`config.mk`:
```
export PLATFORM = sky130hd
export DESIGN_NAME = imm_gen_pipe_flat
export DESIGN_NICKNAME = d
export VERILOG_FILES = /design/src/rtl/imm_gen_if.sv /design/src/rtl/imm_gen_pipe.sv /design/src/flat_wrapper.sv
export SDC_FILE = /design/constraint.sdc
export NUM_CORES = 1
export LEC_CHECK = 0
export ABC_AREA = 1
export BUFFER_PORTS_ARGS = -buffer_cell sky130_fd_sc_hd__buf_2
export CORE_MARGIN = 2
export CORE_UTILIZATION = 57
export CTS_CLUSTER_DIAMETER = 80
export DETAILED_ROUTE_END_ITERATION = 10
export GPL_TIMING_DRIVEN = 0
export MAX_ROUTING_LAYER = met4
export PLACE_DENSITY = 0.85
export SYNTH_ARGS = -nofsm -noshare
export SYNTH_HDL_FRONTEND = slang
export SYNTH_SLANG_ARGS = --single-unit
```
`constraint.sdc`:
```
create_clock -name clk -period 2.7 [get_ports clk]
set_clock_uncertainty 0.1 [all_clocks]
set_input_delay 0.135 -clock clk [delete_from_list [all_inputs] [get_ports clk]]
set_output_delay 0.135 -clock clk [all_outputs]
set_load 0.01 [all_outputs]
```
`src/rtl/imm_gen_if.sv`:
```
// imm_gen_if: valid/ready bus between decode producer, immediate generator and consumer
interface imm_gen_if #(
  parameter int XLEN  = 64,
  parameter int TAG_W = 8
);
  logic             in_valid;
  logic             in_ready;
  logic [31:0]      instr;
  logic [TAG_W-1:0] in_tag;
  logic             out_valid;
  logic             out_ready;
  logic [XLEN-1:0]  imm;
  logic [2:0]       fmt;
  logic [TAG_W-1:0] out_tag;
  modport master (output in_valid, instr, in_tag, out_ready,
                  input  in_ready, out_valid, imm, fmt, out_tag);
  modport slave  (input  in_valid, instr, in_tag, out_ready,
                  output in_ready, out_valid, imm, fmt, out_tag);
endinterface

```
`src/rtl/imm_gen_pipe.sv`:
```
// imm_gen_pipe: registered RV immediate decoder with two-entry skid buffer and no-immediate counter
module imm_gen_pipe #(
  parameter int XLEN     = 64,
  parameter int TAG_W    = 8,
  parameter int SHIFT_BJ = 1,
  parameter int ERR_W    = 16
) (
  input  logic             clk,
  input  logic             rst_n,
  imm_gen_if.slave         bus,
  output logic [ERR_W-1:0] err_count
);
  localparam logic [2:0] F_NONE = 3'd0, F_I = 3'd1, F_S = 3'd2, F_B = 3'd3, F_U = 3'd4, F_J = 3'd5;
  logic [31:0]      w;
  logic             s;
  logic [31:0]      b32, j32, d32;
  logic [2:0]       d_fmt;
  logic [XLEN-1:0]  d_imm;
  logic             out_v, skid_v, acc, drn;
  logic [XLEN-1:0]  m_imm, s_imm;
  logic [2:0]       m_fmt, s_fmt;
  logic [TAG_W-1:0] m_tag, s_tag;
  assign w             = bus.instr;
  assign s             = w[31];
  assign acc           = bus.in_valid && !skid_v;
  assign drn           = out_v && bus.out_ready;
  assign bus.in_ready  = !skid_v;
  assign bus.out_valid = out_v;
  assign bus.imm       = m_imm;
  assign bus.fmt       = m_fmt;
  assign bus.out_tag   = m_tag;
  // decode the incoming word to a 32-bit signed immediate, then widen by sign extension
  always_comb begin
    b32 = SHIFT_BJ != 0 ? {{19{s}}, w[31], w[7], w[30:25], w[11:8], 1'b0}
                        : {{20{s}}, w[31], w[7], w[30:25], w[11:8]};
    j32 = SHIFT_BJ != 0 ? {{11{s}}, w[31], w[19:12], w[20], w[30:21], 1'b0}
                        : {{12{s}}, w[31], w[19:12], w[20], w[30:21]};
    d_fmt = F_NONE;
    d32   = '0;
    case (w[6:0])
      7'b0000011, 7'b0010011, 7'b0011011, 7'b1100111, 7'b0001111, 7'b1110011: begin
        d_fmt = F_I;
        d32   = {{20{s}}, w[31:20]};
      end
      7'b0100011: begin
        d_fmt = F_S;
        d32   = {{20{s}}, w[31:25], w[11:7]};
      end
      7'b1100011: begin
        d_fmt = F_B;
        d32   = b32;
      end
      7'b0110111, 7'b0010111: begin
        d_fmt = F_U;
        d32   = {w[31:12], 12'b0};
      end
      7'b1101111: begin
        d_fmt = F_J;
        d32   = j32;
      end
      default: ;
    endcase
    d_imm = XLEN'($signed(d32));
  end
  // main/skid storage: skid refills main on drain, new words go to main when it frees up
  always_ff @(posedge clk or negedge rst_n) begin
    if (!rst_n) begin
      out_v  <= 1'b0;
      skid_v <= 1'b0;
      m_imm  <= '0;
      m_fmt  <= '0;
      m_tag  <= '0;
      s_imm  <= '0;
      s_fmt  <= '0;
      s_tag  <= '0;
    end else if (drn && skid_v) begin
      m_imm  <= s_imm;
      m_fmt  <= s_fmt;
      m_tag  <= s_tag;
      skid_v <= 1'b0;
    end else if (acc && (!out_v || drn)) begin
      out_v <= 1'b1;
      m_imm <= d_imm;
      m_fmt <= d_fmt;
      m_tag <= bus.in_tag;
    end else if (acc) begin
      skid_v <= 1'b1;
      s_imm  <= d_imm;
      s_fmt  <= d_fmt;
      s_tag  <= bus.in_tag;
    end else if (drn) begin
      out_v <= 1'b0;
    end
  end
  // saturating count of accepted words without an immediate
  always_ff @(posedge clk or negedge rst_n) begin
    if (!rst_n) err_count <= '0;
    else if (acc && d_fmt == F_NONE && err_count != '1) err_count <= err_count + 1'b1;
  end
endmodule

```
`src/flat_wrapper.sv`:
```
// flat-port wrapper written by rule: the top's interface ports become plain ports
module imm_gen_pipe_flat 
#(
  parameter int XLEN     = 64,
  parameter int TAG_W    = 8,
  parameter int SHIFT_BJ = 1,
  parameter int ERR_W    = 16
)
  (clk, rst_n, err_count, bus_in_valid, bus_instr, bus_in_tag, bus_out_ready, bus_in_ready, bus_out_valid, bus_imm, bus_fmt, bus_out_tag);
  imm_gen_if #(.XLEN(XLEN), .TAG_W(TAG_W)) bus_i ();
  input  logic clk;
  input  logic rst_n;
  output logic [ERR_W-1:0] err_count;
  input wire logic [$bits(bus_i.in_valid)-1:0] bus_in_valid;
  input wire logic [$bits(bus_i.instr)-1:0] bus_instr;
  input wire logic [$bits(bus_i.in_tag)-1:0] bus_in_tag;
  input wire logic [$bits(bus_i.out_ready)-1:0] bus_out_ready;
  output wire logic [$bits(bus_i.in_ready)-1:0] bus_in_ready;
  output wire logic [$bits(bus_i.out_valid)-1:0] bus_out_valid;
  output wire logic [$bits(bus_i.imm)-1:0] bus_imm;
  output wire logic [$bits(bus_i.fmt)-1:0] bus_fmt;
  output wire logic [$bits(bus_i.out_tag)-1:0] bus_out_tag;
  assign bus_i.in_valid = bus_in_valid;
  assign bus_i.instr = bus_instr;
  assign bus_i.in_tag = bus_in_tag;
  assign bus_i.out_ready = bus_out_ready;
  assign bus_in_ready = bus_i.in_ready;
  assign bus_out_valid = bus_i.out_valid;
  assign bus_imm = bus_i.imm;
  assign bus_fmt = bus_i.fmt;
  assign bus_out_tag = bus_i.out_tag;
  imm_gen_pipe #(.XLEN(XLEN), .TAG_W(TAG_W), .SHIFT_BJ(SHIFT_BJ), .ERR_W(ERR_W)) u_core (.clk(clk), .rst_n(rst_n), .bus(bus_i), .err_count(err_count));
endmodule
```
### After elaboration in Yosys (flattened, before gate mapping)

Cells that the tools add are included.

* bits in registers: 136
* bits of input ports: 44
* output and inout bits: 93

* add/sub/neg operators: 1
* eq/ne operators: 14
* muxes and demuxes: 14
* bitwise operators: 2
* reductions and logical operators: 18

Operators with widths (number)
* 32-bit case mux with 5 select lines: 1
* 64-bit two-way mux: 2
* 7-bit equality test, second input constant: 4
* 7-bit by 5-bit equality test with 1-bit output, second input constant: 3
* 16-bit by 1-bit adder with 16-bit output, second input constant: 1
* 8-bit two-way mux: 2
* 16-bit inequality test, second input constant: 1
* 3-bit case mux with 5 select lines: 1
* 7-bit by 6-bit equality test with 1-bit output, second input constant: 2
* 7-bit by 2-bit equality test with 1-bit output, second input constant: 1
* 7-bit by 4-bit equality test with 1-bit output, second input constant: 1
* 1-bit logical AND: 6
* 1-bit two-way mux: 6
* 3-bit two-way mux: 2
* 3-bit AND reduction: 2
* 2-bit nonzero test: 3
* 6-bit OR reduction: 1
* 3-bit zero test: 1
* 1-bit zero test: 2
* 2-bit by 1-bit inequality test with 1-bit output, second input constant: 1
* 2-bit inequality test, second input constant: 1
* 1-bit NOT: 2
* 2-bit AND reduction: 1
* 2-bit OR reduction: 1
* 1-bit logical OR: 1

### Longest topological paths before layout

Gate-level depths: netlist of the first run.

* depth after elaboration: 6
* gate-level depth with buffers: 11
* depth with buffers taken out: 10

### Least setup slack after synthesis of the first run

No wires, ideal clock.

* path type: reg-to-reg
* start point: register u_core.err_count[0]
* end point: register u_core.err_count[5]
* library setup time: 0.117 ns
* arrival time: 1.484 ns
* path slack: 1.000 ns
* cell stages (with the launch flop): 10
* path buffers: 1
* cell sequence: dfrtp_1 -> ha_1 -> nand3_1 -> nor2_2 -> nand4_1 -> inv_1 -> nor2_4 -> buf_6 -> nand2_1 -> nand2_1

* cells in the longest elaborated chain, start to end: 2
* elaborated cells between the ends (all ways): 3

RTL lines
* from (decl): line imm_gen_pipe.sv:11 `output logic [ERR_W-1:0] err_count`
* from (signal assigned): line imm_gen_pipe.sv:98 `else if (acc && d_fmt == F_NONE && err_count != '1) err_count <= err_count + 1'b1;`
* branches (longest 2 deep; another with 16-bit by 1-bit adder with 16-bit output)

Parallel ways; which one is timed is not known.
A chain may end at the register's enable or synchronous reset.

### Worst setup path after layout of the first run

* start point: register u_core.out_v, in the netlist u_core.bus.out_valid
* end point: register u_core.s_imm[31] (netlist name)

* cells in the longest elaborated chain, start to end: 5
* elaborated cells between the ends (all ways): 8

RTL lines
* from (decl): line imm_gen_pipe.sv:19 `logic out_v, skid_v, acc, drn;`
* from (signal assigned): line imm_gen_pipe.sv:68 `out_v <= 1'b0;`
* from (signal assigned): line imm_gen_pipe.sv:82 `out_v <= 1'b1;`
* from (signal assigned): line imm_gen_pipe.sv:92 `out_v <= 1'b0;`
* 1-bit zero test / 1-bit logical AND (equally long branches): line imm_gen_pipe.sv:81, imm_gen_pipe.sv:26
* 1-bit logical OR: line imm_gen_pipe.sv:81 `end else if (acc && (!out_v || drn)) begin`
* 1-bit logical AND: line imm_gen_pipe.sv:81
* 1-bit NOT (no line)
* 3-bit AND reduction (no line) (*)

Mark *: on every way between the ends. The rest lies on a longest branch, timed or not.

==> summary.txt, run 1 <==
Finish
  – Fraction of layout cells with a size suffix above 1: 0.252
  – Syn-to-layout area delta: 22.4%
  – Nets: 890
  – Filler Cell Count: 723

Die
  – Core Box Area: 9150 sq um
  – Initial Utilization: 0.583
  – Die height: 101 um
  – Die Wd: 101 um
  – I/O Pins: 137
  – Row cnt: 35
  – Die area: 10,100 sq um

Hold path
  – Cells on Worst Hold Path: 5
  – Hold Path Class: in2reg

Place
  – DP HPWL: 9.96 mm
  – Final Wtd Congestion: 0.907
  – Setup WS pre-CTS: 0.709 ns
  – PortBufs: 135

Setup path
  – Cell family with most CP delay: simple AND/OR/NAND/NOR gates
  – Worst path max stage delay: 0.44 ns
  – Worst Path Arrival: 2.25 ns
  – R2R depth: 8
  – Worst Path Max Fanout: 10
  – Crit end category: register
  – Critical Path Stages: 8
  – Crit path kind: reg2reg
  – Crit-path cells: inv_1 > nor2_1 > inv_1 > nor2_1 > inv_2 > clkbuf_1 > nand2_1 > nand2_1
  – CP startpoint kind: register
  – CP required: 2.86 ns
  – Critical Path Slowest Stage Cell: nor2_1
  – Buf+Inv Stages, Crit Path: 4

Synthesis
  – Distinct cell type count after synthesis: 29
  – Mapped Nets: 726
  – Syn Inst Count: 681
  – Async SR Flop Fraction: 1.00
  – Mapped cell area: 5330 sq um
  – Register area share after synthesis: 0.488
  – EDFF count, synth: 0
  – Ys flop type: dfrtp_1
  – Synthesis Warnings: 0
  – #FFs+latches synth: 104
  – Syn Area/Cell: 7.83 sq um

Global route
  – First-pass GRT wire length: 22.9 mm
  – Vias in the first global route: 5,037
  – Initial antenna violation count: 1
  – Total global-route track usage: 0.293
  – Pin count of the biggest net entering global routing: 58
  – Overflow left after global routing: 0

Route
  – Detailed-route wire length per cell: 14.4 um
  – DRC viols: 0
  – M1 wire length: 5.62 mm
  – Highest metal used: met4
  – Routed Antenna Nets: 0
  – Number of DRC markers in iteration 0: 319
  – Vias per inst: 5.39
  – Met2 routed WL: 6.87 mm
  – DR pass1 iterations: 5
  – Final wirelength: 13.9 mm
  – Via count: 5,182
  – Met3 WL post-DR: 1.12 mm

Timing
  – Final hold vios: 0
  – Fin crit share: 0.773
  – Max Freq: 479 MHz
  – Setup TNS: 0 ns
  – Max-slew headroom: 0.344
  – Worst Tran Pin Value: 0.984 ns
  – Hold Worst Slack: 0.00975 ns
  – Setup violators final: 0
  – Post-layout min period: 2.09 ns
  – Setup ws final: 0.612 ns
  – Unrepaired setup endpoints after global routing: false
  – Slew Viols, Final: 0

Pwr
  – Static leakage: 0.00387 uW
  – PD cells: 712 nW/um^2
  – Worst vdd ir: 0.497 mV

Clocking
  – Bufs on Longest Clock Path: 2
  – Clk_lat worst skew: 0.36 ns
  – Clock-pin slew on the worst setup and hold paths: 0.11 ns
  – H-tree depth: 3
  – Setup Fix Bufs, Post-CTS: 0
  – Sink Count: 104
  – Root Driver: clkbuf_8
  – CTS Buf Count: 9
  – CTS tree: done

Run
  – Max Cap Viol: 0

Run status
  – Outcome: finished, final reports clean
[placed cells by master (no fill, tap or decap), drive strengths merged]
cell type	instances
buf	175
a21oi	11
inv	37
clkinv	1
clkbuf	32
o21ai	20
dfrtp	104
xor2	9
nor2	28
nand4	3
o22ai	1
diode	1
nor3	7
a22oi	41
o211ai	3
nand2	308
clkinvlp	3
ha	1
nand3	44
xnor2	4
dlygate4sd3	17
[where the power goes]
group	leakage [uW]	switching (uW)	internal, uW	total (uW)
combinational	0.00238	972	637	1610
sequential	0.00141	246	1890	2130
clock	0.0000803	558	343	901
[Yosys cell counts (2+ instances only)]
master	instances	area (sq um)
a21oi_1	11	55.1
a22oi_1	41	308
buf_2	4	20.0
buf_4	34	255
clkbuf_1	23	86.3
dfrtp_1	104	2600
inv_1	25	93.8
inv_2	9	33.8
nand2_1	304	1140
nand2_2	4	25.0
nand3_1	43	215
nand4_1	2	12.5
nor2_1	20	75.1
nor2_2	6	37.5
nor3_1	6	30.0
o211ai_1	3	22.5
o21ai_0	15	75.1
o21ai_1	5	25.0
xnor2_1	4	35.0
xor2_1	9	78.8
[path summary, 6_finish.rpt]
path                                                    from                           endpoint  slack [ns]
setup / recovery            u_core.bus.out_valid$_DFFE_PN0P_       u_core.s_imm[31]$_DFFE_PN0P_        0.61
hold / removal                                 bus_instr[18]     u_core.bus.imm[18]$_DFFE_PN0P_        0.01
setup reg to reg            u_core.bus.out_valid$_DFFE_PN0P_       u_core.s_imm[31]$_DFFE_PN0P_        0.61
hold reg to reg            u_core.bus.out_tag[7]$_DFFE_PN0P_  u_core.bus.out_tag[7]$_DFFE_PN0P_        0.39
max in group asynchronous                              rst_n        u_core.s_fmt[0]$_DFFE_PN0P_        1.58
min in group asynchronous                              rst_n      u_core.bus.imm[7]$_DFFE_PN0P_        0.23
[per-stage QoR]
stage | std cells | instance area, sq um | util | total power [uW]
floorplan | 681 | 5330 | - | 3090
global placement | 927 | 6150 | 0.671 | 3670
detailed placement | 928 | 6180 | 0.675 | 3740
CTS | 960 | 6520 | 0.713 | 4650
global route | 961 | 6520 | 0.713 | 4940
finish | 961 | 6520 | 0.713 | 4640
[tightest hold or removal path, cell delays in order]
cell     delay [ns]
buf_2          0.08
nand2_1        0.05
nand3_1        0.09
nand2_1        0.06
nand2_1        0.05
[routing by layer]
layer	up-vias	track usage
li1	2476	-
met3	29	0.0555
met1	2459	0.359
met2	218	0.476
met4	0	0.123
met5	-	-
[sequential cells by signal (all words and copies together) (netlist names)]
signal / cells
u_core.bus.out_valid: 1
u_core.s_tag: 8
u_core.err_count: 16
u_core.bus.imm: 32
u_core.s_imm: 32
u_core.skid_v: 1
u_core.bus.out_tag: 8
u_core.bus.fmt: 3
u_core.s_fmt: 3
[cell families after synthesis]
group           count (synthesis)  share of synthesized area
simple gates                  390                      0.301
flops                         104                      0.488
xor+xnor                       13                     0.0214
compound gates                 76                     0.0922
fa+ha+maj                       1                    0.00235
buf+inv                        97                     0.0946
[area by class of cell]
class,count,area (sq um),share of cell area
antenna,1,2.50,0.000384
buffer,62,373,0.0572
clock buffer,9,124,0.0190
clock inverter,6,51.3,0.00786
inverter,35,131,0.0201
multi-input combinational,480,2220,0.341
sequential,104,2600,0.399
tap,111,139,0.0213
timing repair buffer,153,876,0.134
[timing repair]
item | in CTS | in global routing
hold endpoints to repair | 77 | 0
resized for setup | 0 | 0
hold buffers | 17 | 0
Power figures use the tool's default switching activity.
==> run 2, diff against run 1 <==
--- a/config.mk
+++ b/config.mk
@@ -8,12 +8,12 @@
 export ABC_AREA = 1
 export BUFFER_PORTS_ARGS = -buffer_cell sky130_fd_sc_hd__buf_2
 export CORE_MARGIN = 2
-export CORE_UTILIZATION = 57
+export CORE_UTILIZATION = 48
 export CTS_CLUSTER_DIAMETER = 80
 export DETAILED_ROUTE_END_ITERATION = 10
 export GPL_TIMING_DRIVEN = 0
 export MAX_ROUTING_LAYER = met4
-export PLACE_DENSITY = 0.85
+export PLACE_DENSITY = 0.76
 export SYNTH_ARGS = -nofsm -noshare
 export SYNTH_HDL_FRONTEND = slang
 export SYNTH_SLANG_ARGS = --single-unit
==> constraint.sdc (replaced) <==
create_clock -name clk -period 1.7 [get_ports clk]
set_clock_uncertainty 0.1 [all_clocks]
set_input_delay 0.085 -clock clk [delete_from_list [all_inputs] [get_ports clk]]
set_output_delay 0.085 -clock clk [all_outputs]
set_load 0.01 [all_outputs]
==> summary.txt, run 2 (synthesis gave the netlist of run 1 again) <==
Run status
  – Outcome: finished, final reports clean

Pwr
  – Static leakage: 0.00406 uW (+4.9%)
  – Combinational power share: 0.362 (+0.015)
  – Worst vdd ir: 0.761 mV (+53%)
  – Sequential Power Share: 0.433 (-0.026)
  – Clk pwr share: 0.206 (+0.012)
  – Internal power: 4890 uW (+71%)
  – PD cells: 1140 nW/um^2 (+60%)
  – Net switching fraction of the power: 0.376 (-0.00692)
  – P_sw: 2950 uW (+66%)

Finish
  – Core Util, Final: 0.636 (-0.0770)
  – Layout Cells excl Fill: 1,011 (+5.2%)
  – Syn-to-layout area delta: 29.3%
  – ANT cells: 0 (-1)
  – Commonest cells after routing, fill and taps aside: nand2_1, buf_2, dfrtp_1, buf_4, nand3_1
  – Fraction of layout cells with a size suffix above 1: 0.296 (+0.0442)
  – Filler Cell Count: 961 (+33%)
  – Final instance area: 6890 sq um (+5.6%)
  – Commonest non-fill, non-tap cell in the layout: nand2_1
  – Nets: 912 (+2.5%)

Die
  – Die Wd: 109 um (+8.6%)
  – Row cnt: 38 (+8.6%)
  – Die area: 12,000 sq um (+18%)
  – I/O Pins: 137 (unchanged)
  – Core Box Area: 10,800 sq um (+18%)
  – Die height: 109 um (+8.6%)
  – Initial Utilization: 0.492 (-0.0907)

Clocking
  – CTS Buf Count: 9 (unchanged)
  – Clock-pin slew on the worst setup and hold paths: 0.10 ns (about the same)
  – H-tree depth: 3 (unchanged)
  – Root Driver: clkbuf_8
  – Sink Count: 104 (unchanged)
  – Clk_lat worst skew: 0.38 ns (+0.02 ns)
  – CTS tree: done
  – Bufs on Longest Clock Path: 2 (unchanged)

Global route
  – GR Layer Usage met2: 0.428 (-0.0487)
  – Total global-route track usage: 0.255 (-0.0373)
  – GR met1 Demand/Resource: 0.320 (-0.0386)
  – Pin count of the biggest net entering global routing: 70 (+21%)
  – GR Util met3: 0.0545 (-0.000944)
  – Most used routing layer: met2
  – Initial antenna violation count: 0 (-1)
  – Vias in the first global route: 4,906 (-2.6%)
  – First-pass GRT wire length: 23.1 mm (+1.1%)
  – Overflow left after global routing: 0 (unchanged)

Place
  – DP HPWL: 10.1 mm (+1.5%)
  – Placed insts: 957 (+3.1%)
  – Setup WS pre-CTS: -0.239 ns (-0.948 ns)
  – PortBufs: 135 (unchanged)
  – Final Wtd Congestion: 0.850 (-6.3%)
  – Cell Area, Placed: 6210 sq um (+0.61%)

Timing
  – Post-layout min period: 1.67 ns (-0.419 ns)
  – Setup ws final: 0.0314 ns (-0.581 ns)
  – Max-slew headroom: 0.668 (+0.324)
  – Hold Worst Slack: 0.0223 ns (+0.0126 ns)
  – Unrepaired setup endpoints after global routing: true
  – Fin crit share: 0.982 (+0.208)
  – Max Freq: 599 MHz (+25%)
  – Final hold vios: 0 (unchanged)
  – Slew Viols, Final: 0 (unchanged)
  – Worst Tran Pin Value: 0.498 ns (-0.486 ns)
  – Setup violators final: 0 (unchanged)

Route
  – Vias per inst: 5.17 (-4.1%)
  – DR pass1 iterations: 5 (unchanged)
  – Detailed-route wire length per cell: 14.3 um (-0.94%)
  – Via count: 5,226 (+0.85%)
  – Final wirelength: 14.5 mm (+4.2%)
  – Number of DRC markers in iteration 0: 383 (+20%)
  – DRC viols: 0 (unchanged)
  – Routed Antenna Nets: 0 (unchanged)

Run
  – Max Cap Viol: 0 (unchanged)

Setup path
  – CP required: 1.88 ns (-0.98 ns)
  – CP startpoint kind: register
  – Launch point of the worst reg-to-reg path: u_core.err_count[0]$_DFFE_PN0P_
  – Worst Path Arrival: 1.85 ns (-0.40 ns)
  – Worst Path Max Fanout: 4 (-6)
  – Critical Path Slowest Stage Cell: dfrtp_2
  – Buf+Inv Stages, Crit Path: 2 (-2)
  – Crit end category: register
  – Cell family with most CP delay: simple AND/OR/NAND/NOR gates
  – Crit path kind: reg2reg
  – Setup crit start: u_core.err_count[0]$_DFFE_PN0P_
  – Crit-path cells: ha_4 > nand3_4 > nor2_4 > nand4_1 > nand4_4 > buf_6 > buf_6 > nand2_1 > nand2_1
  – Worst path max stage delay: 0.44 ns (about the same)

Hold path
  – HP Start: bus_instr[21]
  – Hold Path Class: in2reg
==> run 2: power groups by stage <==
stage	Clock [uW]	Combinational (uW)	Sequential [uW]
floorplan	0	1410	3510
global placement	0	2460	3400
detailed placement	0	2530	3420
CTS	1640	2700	3370
global route	1760	3130	3470
finish	1610	2840	3390
==> run 2: worst paths after layout <==
| check | to | slack [ns] | depth (start not counted) |
|---|---|---|---|
| setup / recovery | u_core.err_count[3]$_DFFE_PN0P_ | 0.03 | 9 |
| hold / removal | u_core.bus.imm[1]$_DFFE_PN0P_ | 0.02 | 5 |
| setup reg to reg | u_core.err_count[3]$_DFFE_PN0P_ | 0.03 | 9 |
| hold reg to reg | u_core.s_tag[7]$_DFFE_PN0P_ | 0.39 | 2 |
| max in group asynchronous | u_core.err_count[11]$_DFFE_PN0P_ | 0.68 | 3 |
| min in group asynchronous | u_core.s_imm[13]$_DFFE_PN0P_ | 0.11 | 2 |
==> run 2: metal layers <==
metal  vias up  part of all wire
li1       2518                 -
met1      2503              0.42
met2       185              0.49
met3        20             0.074
met4         0             0.013
met5         -                 0
==> run 2: per-stage QoR <==
step | power, uW | setup TNS, ns
3_5_place_dp | 5960 | -15.44
5_1_grt | 8360 | -0.715
4_1_cts | 7700 | -0.0000628
6_report | 7840 | 0
2_1_floorplan | 4910 | 0
3_3_place_gp | 5860 | -84.68
==> run 2: cell type report <==
class	count	area (sq um)	share of cell area
clock buffers	9	124	0.0180
well taps	140	175	0.0254
inverters	35	131	0.0191
multi-input cells	480	2300	0.334
clock inverters	6	76.3	0.0111
flip-flops and latches	104	2610	0.378
plain buffers	61	400	0.0581
repair buffers	176	1080	0.156
==> run 2: worst min-delay path, stage by stage <==
cell	delay (ns)
buf_2	0.09
inv_1	0.09
o21ai_1	0.09
nand2_1	0.06
nand2_1	0.05
==> run 2: what timing repair did <==
| action | 4_1_cts | 5_1_grt |
|---|---|---|
| endpoints found under the setup margin | 130 | 113 |
| resized for setup | 22 | 31 |
| endpoints found under the hold margin | 83 | 0 |
| hold buffers | 26 | 0 |
| gates cloned | 0 | 1 |
| pin swaps | 3 | 11 |
| buffers inserted | 5 | 8 |
